**config.mk**
```make
export PLATFORM = sky130hd
export DESIGN_NAME = alu_op_sequencer
export DESIGN_NICKNAME = d
export VERILOG_FILES = /design/src/rtl/alu_op_sequencer.sv
export SDC_FILE = /design/constraint.sdc
export NUM_CORES = 1
export LEC_CHECK = 0
export CORE_MARGIN = 1
export CORE_UTILIZATION = 45
export DETAILED_ROUTE_END_ITERATION = 10
export PLACE_DENSITY = 0.71
export SLEW_MARGIN = 10
export SYNTH_ARGS = -nofsm -noshare
export SYNTH_HDL_FRONTEND = slang
export SYNTH_SLANG_ARGS = --single-unit
```
**constraint.sdc**
```tcl
create_clock -name CLK -period 2.2 [get_ports CLK]
set_input_delay 0.44 -clock CLK [delete_from_list [all_inputs] [get_ports CLK]]
set_output_delay 0.44 -clock CLK [all_outputs]
set_load 0.01 [all_outputs]
```
**src/rtl/alu_op_sequencer.sv**
```systemverilog
// Instruction sequencer for the ALU/dual-port-RAM datapath: FIFO-buffered instructions, EXEC/WB issue, result return.
// Optional macro ALU_SEQ_COND_WB_EN gates writeback on a condition over the flags captured in EXEC.
module alu_op_sequencer #(
    parameter int unsigned FIFO_DEPTH = 4,
    parameter int unsigned AW         = 8,
    parameter int unsigned DW         = 8
) (
    input  logic                          CLK,
    input  logic                          RST,
    input  logic [31:0]                   instr_in,
    input  logic                          instr_valid,
    output logic                          instr_ready,
    output logic [AW-1:0]                 Addr_A,
    output logic [AW-1:0]                 Addr_B,
    output logic [3:0]                    Opcode,
    output logic                          Cin,
    output logic [AW-1:0]                 Addr_Z,
    output logic                          WE_Z,
    input  logic [DW-1:0]                 Z_In,
    input  logic [2:0]                    Flags_In,
    output logic [DW-1:0]                 res_data,
    output logic [2:0]                    res_flags,
    output logic                          res_wrote,
    output logic                          res_valid,
    input  logic                          res_ready,
    output logic                          busy,
    output logic [$clog2(FIFO_DEPTH):0]   fifo_count
);

    localparam int unsigned PW = $clog2(FIFO_DEPTH);
    localparam int unsigned CW = PW + 1;

    typedef enum logic [1:0] {
        S_IDLE = 2'd0,
        S_EXEC = 2'd1,
        S_WB   = 2'd2,
        S_RESP = 2'd3
    } state_t;

    state_t        state, state_d;
    logic [31:0]   fifo_mem [FIFO_DEPTH];
    logic [PW-1:0] wr_ptr, rd_ptr;
    logic [31:0]   head;
    logic          push, pop;
    logic [CW-1:0] count_d;
    logic          ir_wb;
    logic [AW-1:0] ir_addr_z;
    logic          we_z_q;
    logic          we_dec;

    assign head    = fifo_mem[rd_ptr];
    assign push    = instr_valid & instr_ready;
    assign count_d = fifo_count + CW'(push) - CW'(pop);

    // Reset must kill a pending writeback in the very cycle it is asserted.
    assign WE_Z = we_z_q & ~RST;

`ifdef ALU_SEQ_COND_WB_EN
    logic [1:0] ir_cond;
    logic       cond_ok;

    // Flags_In during EXEC are exactly the values captured into res_flags.
    always_comb begin
        cond_ok = 1'b1;
        unique case (ir_cond)
            2'b00: cond_ok = 1'b1;
            2'b01: cond_ok = Flags_In[0];
            2'b10: cond_ok = Flags_In[2];
            2'b11: cond_ok = Flags_In[1];
            default: cond_ok = 1'b1;
        endcase
    end

    assign we_dec = ir_wb & cond_ok;

    always_ff @(posedge CLK) begin
        if (RST) begin
            ir_cond <= 2'b00;
        end else if (pop) begin
            ir_cond <= head[31:30];
        end
    end
`else
    logic unused_cond;

    assign unused_cond = ^head[31:30];
    assign we_dec      = ir_wb;
`endif

    always_ff @(posedge CLK) begin
        if (RST) begin
            state <= S_IDLE;
        end else begin
            state <= state_d;
        end
    end

    always_comb begin
        state_d = state;
        pop     = 1'b0;
        unique case (state)
            S_IDLE: begin
                if (fifo_count != CW'(0)) begin
                    pop     = 1'b1;
                    state_d = S_EXEC;
                end
            end
            S_EXEC: state_d = S_WB;
            S_WB:   state_d = S_RESP;
            S_RESP: begin
                if (res_ready) begin
                    state_d = S_IDLE;
                end
            end
            default: state_d = S_IDLE;
        endcase
    end

    // Storage array carries no reset; occupancy is tracked by the pointers.
    always_ff @(posedge CLK) begin
        if (push) begin
            fifo_mem[wr_ptr] <= instr_in;
        end
    end

    always_ff @(posedge CLK) begin
        if (RST) begin
            wr_ptr      <= '0;
            rd_ptr      <= '0;
            fifo_count  <= '0;
            instr_ready <= 1'b1;
            busy        <= 1'b0;
            Addr_A      <= '0;
            Addr_B      <= '0;
            Opcode      <= '0;
            Cin         <= 1'b0;
            Addr_Z      <= '0;
            ir_wb       <= 1'b0;
            ir_addr_z   <= '0;
            we_z_q      <= 1'b0;
            res_data    <= '0;
            res_flags   <= '0;
            res_wrote   <= 1'b0;
            res_valid   <= 1'b0;
        end else begin
            if (push) begin
                wr_ptr <= wr_ptr + PW'(1);
            end
            if (pop) begin
                rd_ptr    <= rd_ptr + PW'(1);
                Opcode    <= head[3:0];
                Cin       <= head[4];
                ir_wb     <= head[5];
                Addr_A    <= AW'(head[13:6]);
                Addr_B    <= AW'(head[21:14]);
                ir_addr_z <= AW'(head[29:22]);
            end
            // Operands stay on the bus through WB so the datapath writes the live result.
            if (state == S_EXEC) begin
                res_data  <= Z_In;
                res_flags <= Flags_In;
                res_wrote <= we_dec;
                we_z_q    <= we_dec;
                Addr_Z    <= ir_addr_z;
            end else begin
                we_z_q    <= 1'b0;
            end
            fifo_count  <= count_d;
            instr_ready <= (count_d != CW'(FIFO_DEPTH));
            busy        <= (state_d != S_IDLE) || (count_d != CW'(0));
            res_valid   <= (state_d == S_RESP);
        end
    end

endmodule
```
==> impl_results.md, run 1 <==
- Outcome: finished with violations
- Failing checks: setup timing
- Initial drt markers: 166
- Max Freq: 449 MHz
- Syn Inst Count: 379
- RSZ-0062 raised after global routing: yes
- Final core utilization: between 60% and 70%
- # rows: 43
- Max Cap Viol: 0
- Top cells by area, synth: edfxtp_1 (55%), dfxtp_1 (19%), mux4_2 (9.2%)
- Core ar.: 14,100 sq um
- Number of global-route vias before repair: 3,687
- Final cell count without fillers: between 600 and 700
- Vias per cell: 5.19
- Die X: 123 microns
- Post-DRT Antenna Nets: 0
- CTS Root Cell: clkbuf_16
- Starting density of the core: 46.9%
- Pin count of the biggest net entering global routing: 31
- GRT overflow: 0
- Hold Slack: 0.451 ns
- Length of the first detailed-routing pass in iterations: 4
- Power per cell area: 1260 nW/um^2
- Slew Viols, Final: 0
- Worst hold path type: reg -> reg
- Syn-to-layout area delta: 28.7%
- GRT Total Usage: 17.7%
- Chip height: between 100 and 150 microns
- Fill count: 1,066
- Mapped cell area: ~6600 sq um
- Net count after synthesis: ~430
- Minimum clock period: 2.23 ns
- Total power: ~11 mW
- Worst Skew: 0.00555 ns
- Final wirelength: 12.3 mm
- Max transition margin: 36.8%
- Post-synth cell types: 34
- Post-synth top area cell: edfxtp_1
- Final HPWL DP: 7.38 mm
- Dpl ws: -0.299 ns
- Crit path max fanout: 3
- Worst endpoint data arrival time: about 2.6 ns
- Syn Area/Cell: between 15 and 20 sq um
- I/O pins: 95
- Worst-case clock buffer depth: 2
- Startpoint types: register
- CTS tree: yes
- Clock Latency Late Sink: 0.42 ns
- I/O Buffers: slightly above 90
- Post-CTS setup buffers: 0
- Final WS setup: -0.0293 ns
- Top cell type's share of synthesized area: 54.5%
- Worst Setup End Kind: register
- Placed Cells: about 650
- Leak: around 2.9 nW
- Required time of the critical path: 2.52 ns
- Final Net Count: 547
- Final Hold Viols: 0
- GP Congestion: around 0.75
- Initial antenna violation count: 0
- First-pass GRT wire length: around 19 mm
- Avg WL per Cell: 17.9 microns
- Path type of the worst setup path: reg -> reg
- Layout cells sized above 1: 20.0%
- DRC: 0
- Synthesis warning total: 0
- Post-synthesis sequential area ratio: 73.6%
- Diodes inserted: 0
- H-tree levels: 4
- Hold_buf cts: 0
- Seq cells post-synth: ~180
- Total CTS buffers: 17
- CTS sink cnt: 183
- Routed via count: 3,563
- Die area: 15,200 sq um
- Maximum VDD drop: 0.000843 V
- Final setup fails: 1
- Least-Margin Pin Slew: ~0.95 ns
- Final Cycle Share: 101%
- Clock-pin slew on the worst setup and hold paths: about 0.06 ns
[path summary, 6_finish.rpt]
kind,cells past startpoint,startpoint,to,slack [ns]
setup / recovery,10,fifo_count[0],busy,-0.03
hold / removal,2,Addr_Z[4],Addr_Z[4],0.45
hold reg to reg,2,Addr_Z[4],Addr_Z[4],0.45
setup reg to reg,10,fifo_count[0],busy,-0.03
[stage by stage]
step                setup TNS [ns]  area (sq um)
finish                     -0.0293          8500
global route               -0.0857          8500
CTS                        -0.0410          8490
detailed placement           -1.72          7920
global placement             -1.48          7920
floorplan                  -0.0252          6640
[state kept, by name, indices dropped and copies added (netlist names)]
name and flops:
Addr_A 8, Addr_B 8, Addr_Z 8, Cin 1, Opcode 4, busy 1
fifo_count 3, fifo_mem 120, instr_ready 1, ir_addr_z 8, ir_wb 1, rd_ptr 2
res_data 8, res_flags 3, res_valid 1, res_wrote 1, state 2, we_z_q 1
wr_ptr 2
[cell usage after synthesis]
cell and count:
a21o_1 1, a21oi_1 23, a21oi_4 1, a22o_1 30
a311oi_1 1, a31o_2 1, a31oi_1 1, and3_1 5
buf_1 2, buf_12 2, buf_2 7, buf_6 5
clkbuf_1 5, dfxtp_1 63, edfxtp_1 120, fa_1 1
ha_1 6, inv_1 7, mux4_1 3, mux4_2 27
nand2_1 47, nand2b_1 1, nand3_1 1, nand3b_1 1
nor2_1 5, nor2_2 1, nor2b_1 4, nor3_1 2
nor3b_1 1, nor4_1 1, o31ai_1 1, or3_4 1
xnor2_1 1, xor3_1 1
[cell families (layout without fill, tap and decap cells)]
kind of cell	count (synthesis)	after routing	share of synthesized area, %
AO/OA/AOI/OAI	59	59	6.55
flip-flops	183	183	73.6
buffers and inverters	28	155	2.78
XOR/XNOR	2	2	0.492
adder cells (fa/ha/maj)	7	7	1.44
multiplexers	30	30	10.4
AND/OR/NAND/NOR	70	70	4.72
[area by class of cell]
cell class	instances	area [sq um]	area share [%]
Timing Repair Buffer	116	1200	14.1
Sequential cell	183	4870	57.3
Multi-Input combinational cell	168	1620	19.0
Inverter	7	28.8	0.338
Clock inverter	12	126	1.49
Tap cell	180	225	2.65
Clock buffer	20	437	5.14
[what timing repair did]
| action | 4_1_cts | 5_1_grt |
|---|---|---|
| setup endpoints to repair | 2 | 2 |
| pin swaps | 0 | 3 |
| gates resized for setup | 2 | 3 |
[worst max-delay path, stage by stage, from the launching register on]
cell     delay (ns)
dfxtp_2        0.32
or3_4          0.41
nand2_4        0.08
inv_4          0.04
ha_4           0.25
inv_2          0.04
ha_4           0.14
fa_2           0.45
nor2_4         0.15
a31oi_1        0.09
a21o_1         0.17
[layout by cell type (no fill, tap or decap), drive strengths merged]
master         synthesis  routed
buf                   16      24
clkbuf                 5      20
nand3b                 1       1
or3                    1       1
nand2b                 1       1
clkinv                 0       6
nand2                 47      47
a21o                   1       1
ha                     6       6
a31o                   1       1
bufinv                 0       2
clkdlybuf4s50          0      92
nor3                   2       2
and3                   5       5
fa                     1       1
o31ai                  1       1
nor2                   6       6
nor2b                  4       4
xor3                   1       1
xnor2                  1       1
nor4                   1       1
a21oi                 24      24
nor3b                  1       1
a31oi                  1       1
dfxtp                 63      63
nand3                  1       1
mux4                  30      30
a22o                  30      30
clkinvlp               0       2
a311oi                 1       1
inv                    7       9
edfxtp               120     120
[per-layer routing]
| metal | vias to the layer above | GRT usage [%] | part of all wire [%] |
|---|---|---|---|
| met3 | 17 | 5.58 | 6.5 |
| li1 | 1684 | - | - |
| met4 | 0 | 6.78 | 1.5 |
| met2 | 98 | 29.0 | 49 |
| met1 | 1764 | 21.8 | 43 |
| met5 | - | 0 | 0 |
[report_power, final]
group	internal, mW	switching (mW)	leakage, nW	total, mW
Combinational	1.76	1.37	1.00	3.13
Sequential	4.33	0.363	1.62	4.70
Clock	1.67	1.22	0.274	2.89
Total	7.77	2.96	2.89	10.7
(Power assumes the default switching activity.)
==> run 2: changes to the inputs <==
--- a/config.mk
+++ b/config.mk
@@ -5,7 +5,8 @@
 export SDC_FILE = /design/constraint.sdc
 export NUM_CORES = 1
 export LEC_CHECK = 0
-export CORE_MARGIN = 1
+export CORE_ASPECT_RATIO = 0.75
+export CORE_MARGIN = 3
 export CORE_UTILIZATION = 45
 export DETAILED_ROUTE_END_ITERATION = 10
 export PLACE_DENSITY = 0.71
==> run 2 against run 1 <==
  * The flow still finishes with violations (setup timing)
  * Sequential share of layout area down 0.24 points
  * Count of clock-buffer cells in the layout down 2
  * Sequential power down 0.9%
  * Setup slack worse by 0.0053 ns
  * Combinational power down 2%
  * Critical path depth unchanged
  * Die area up 6.7%
  * Register-to-register slack about the same
  * Total power about the same
  * Fmax down 0.24%
  * Flip-flop and latch count unchanged
  * Via count up 2.1%
  * Largest cell class unchanged
  * Largest power group unchanged
  * Highest routed layer unchanged
==> impl_results.md, run 2 (synthesis gave the netlist of run 1 again) <==
- Clock power share: around 28%
- Initial antenna violation count: 0
- Die area: approximately 16,000 sq um
- Path type of the worst setup path: reg -> reg
- Max Freq: 447 MHz
- Worst Setup End Kind: register
- CP max-delay cell: fa_2
- Number of global-route vias before repair: 3,980
- Routed via count: 3,638
- Worst Skew: 0.00877 ns
- CP top delay family: adder cells
- Post-DRT Antenna Nets: 0
- Die X: 146 microns
- Final setup fails: 1
- Initial drt markers: ~230
- Worst r2r src: fifo_count[2]
- Final WS setup: -0.0347 ns
- Outcome: finished with violations
- GP Congestion: 0.719
- Maximum VDD drop: 0.000750 V
- H-tree levels: 4
- Slew Viols, Final: 0
- Crit-path cells: or3_4 -> nand2_4 -> inv_4 -> ha_4 -> inv_2 -> ha_4 -> fa_2 -> nor2_2 -> a31oi_1 -> a21o_1
- First-pass GRT wire length: 20.6 mm
- Reg power frac: 43.5%
- Worst hold path type: reg -> reg
- Max transition margin: approximately 46%
- Minimum clock period: 2.23 ns
- Pin count of the biggest net entering global routing: 36
- Starting density of the core: 47.1%
- Final cell count without fillers: 705
- I/O Buffers: 92
- Clock-pin slew on the worst setup and hold paths: 0.07 ns
- Leak: 2.92 nW
- I/O pins: 95
- Final Hold Viols: 0
- Worst endpoint data arrival time: approximately 2.6 ns
- Comb power frac: 28.6%
- GRT Total Usage: roughly 17%
- Worst R2R Setup Slack: -0.03 ns
- Failing checks: setup timing
- Most frequent cells in the layout: edfxtp_1 (120), clkdlybuf4s50_1 (92), dfxtp_1 (59)
- Max Cap Viol: 0
- Core ar.: between 10,000 and 15,000 sq um
- Required time of the critical path: 2.52 ns
- Total CTS buffers: 17
- Diodes inserted: 0
- RSZ-0062 raised after global routing: yes
- Startpoint types: register
- # rows: 37
- Final Net Count: 551
- Total power: 10.7 mW
- Internal: between 7 and 8 mW
- Chip height: 111 microns
- Max FFs per register: 120
- Final wirelength: 12.8 mm
- GRT overflow: 0
- Power per cell area: 1250 nW/um^2
- DRC: 0
- Avg WL per Cell: 18.2 microns
- Final HPWL DP: ~8.3 mm
- Sw frac: 28.7%
- Final Cycle Share: 102%
- CTS tree: yes
- Clock Latency Late Sink: 0.42 ns
- Placed Cells: ~670
- Cell mode on critical path: ha_4
- Length of the first detailed-routing pass in iterations: 5
- Sw Pwr: 3.07 mW
- Crit path largest cell delay: 0.45 ns
- Crit. Startpoint: fifo_count[2]
- Vias per cell: 5.16
- Least-Margin Pin Slew: 0.817 ns
- Leading cell type in the layout, fill and taps excluded: edfxtp_1
- Final core utilization: 60.9%
- Reg with most FFs: fifo_mem
- CTS sink cnt: 183
- Crit path buf inv count: 2
- Layout cells sized above 1: between 20% and 30%
- Worst-case clock buffer depth: 2
- Syn-to-layout area delta: 29.2%
- Crit path max fanout: 3
- CTS Root Cell: clkbuf_16
- Hold_sp: res_wrote
- Fill count: 1,026
-- run 2: cell type report --
| cell class | instances | area, sq um | share of cell area, % |
|---|---|---|---|
| flip-flops and latches | 183 | 4870 | 57.0 |
| inverters | 7 | 28.8 | 0.337 |
| well taps | 195 | 244 | 2.86 |
| repair buffers | 120 | 1190 | 14.0 |
| clock buffers | 18 | 439 | 5.14 |
| multi-input cells | 168 | 1610 | 18.9 |
| clock inverters | 14 | 154 | 1.80 |
-- run 2: repair_timing --
action                     in CTS  in global routing
resized for setup               3                  1
hold buffers                    0                  0
hold endpoints to repair        0                  0
buffers inserted                0                  0
setup endpoints to repair       2                  2
-- run 2: worst paths after layout --
path,cells past startpoint,end
max,10,busy
min,2,res_wrote
max reg2reg,10,busy
min reg2reg,2,res_wrote
-- run 2: per-stage QoR --
| stage | TNS [ns] | hold WS, ns | worst slack [ns] | area, sq um |
|---|---|---|---|---|
| after detailed placement | -0.758 | 0.448 | -0.299 | 7930 |
| after floorplan | -0.0252 | 0.432 | -0.0252 | 6640 |
| after CTS | -0.0790 | 0.456 | -0.0790 | 8540 |
| after global routing | -0.125 | 0.483 | -0.116 | 8540 |
| final | -0.0347 | 0.456 | -0.0347 | 8540 |
| after global placement | -0.584 | 0.443 | -0.242 | 7930 |
-- run 2: tightest hold or removal path, stage by stage, from the launching register on --
cell	delay (ns)
dfxtp_1	0.31
nand2_1	0.05
a21oi_1	0.05
-- run 2: power by group through the flow --
stage | clock [mW] | sequential, mW | combinational [mW]
3_3_place_gp | 0 | 4.70 | 3.00
4_1_cts | 3.06 | 4.68 | 3.12
5_1_grt | 3.19 | 4.74 | 3.33
3_5_place_dp | 0 | 4.73 | 3.07
2_1_floorplan | 0 | 4.77 | 1.83
6_report | 2.98 | 4.66 | 3.07
-- run 2: routing by layer --
layer	part of all wire [%]	GRT usage, %	vias to the layer above
li1	-	-	1696
met1	43	20.4	1801
met2	48	27.7	122
met3	7.6	5.64	19
met4	1.4	6.07	0
met5	0	0	-
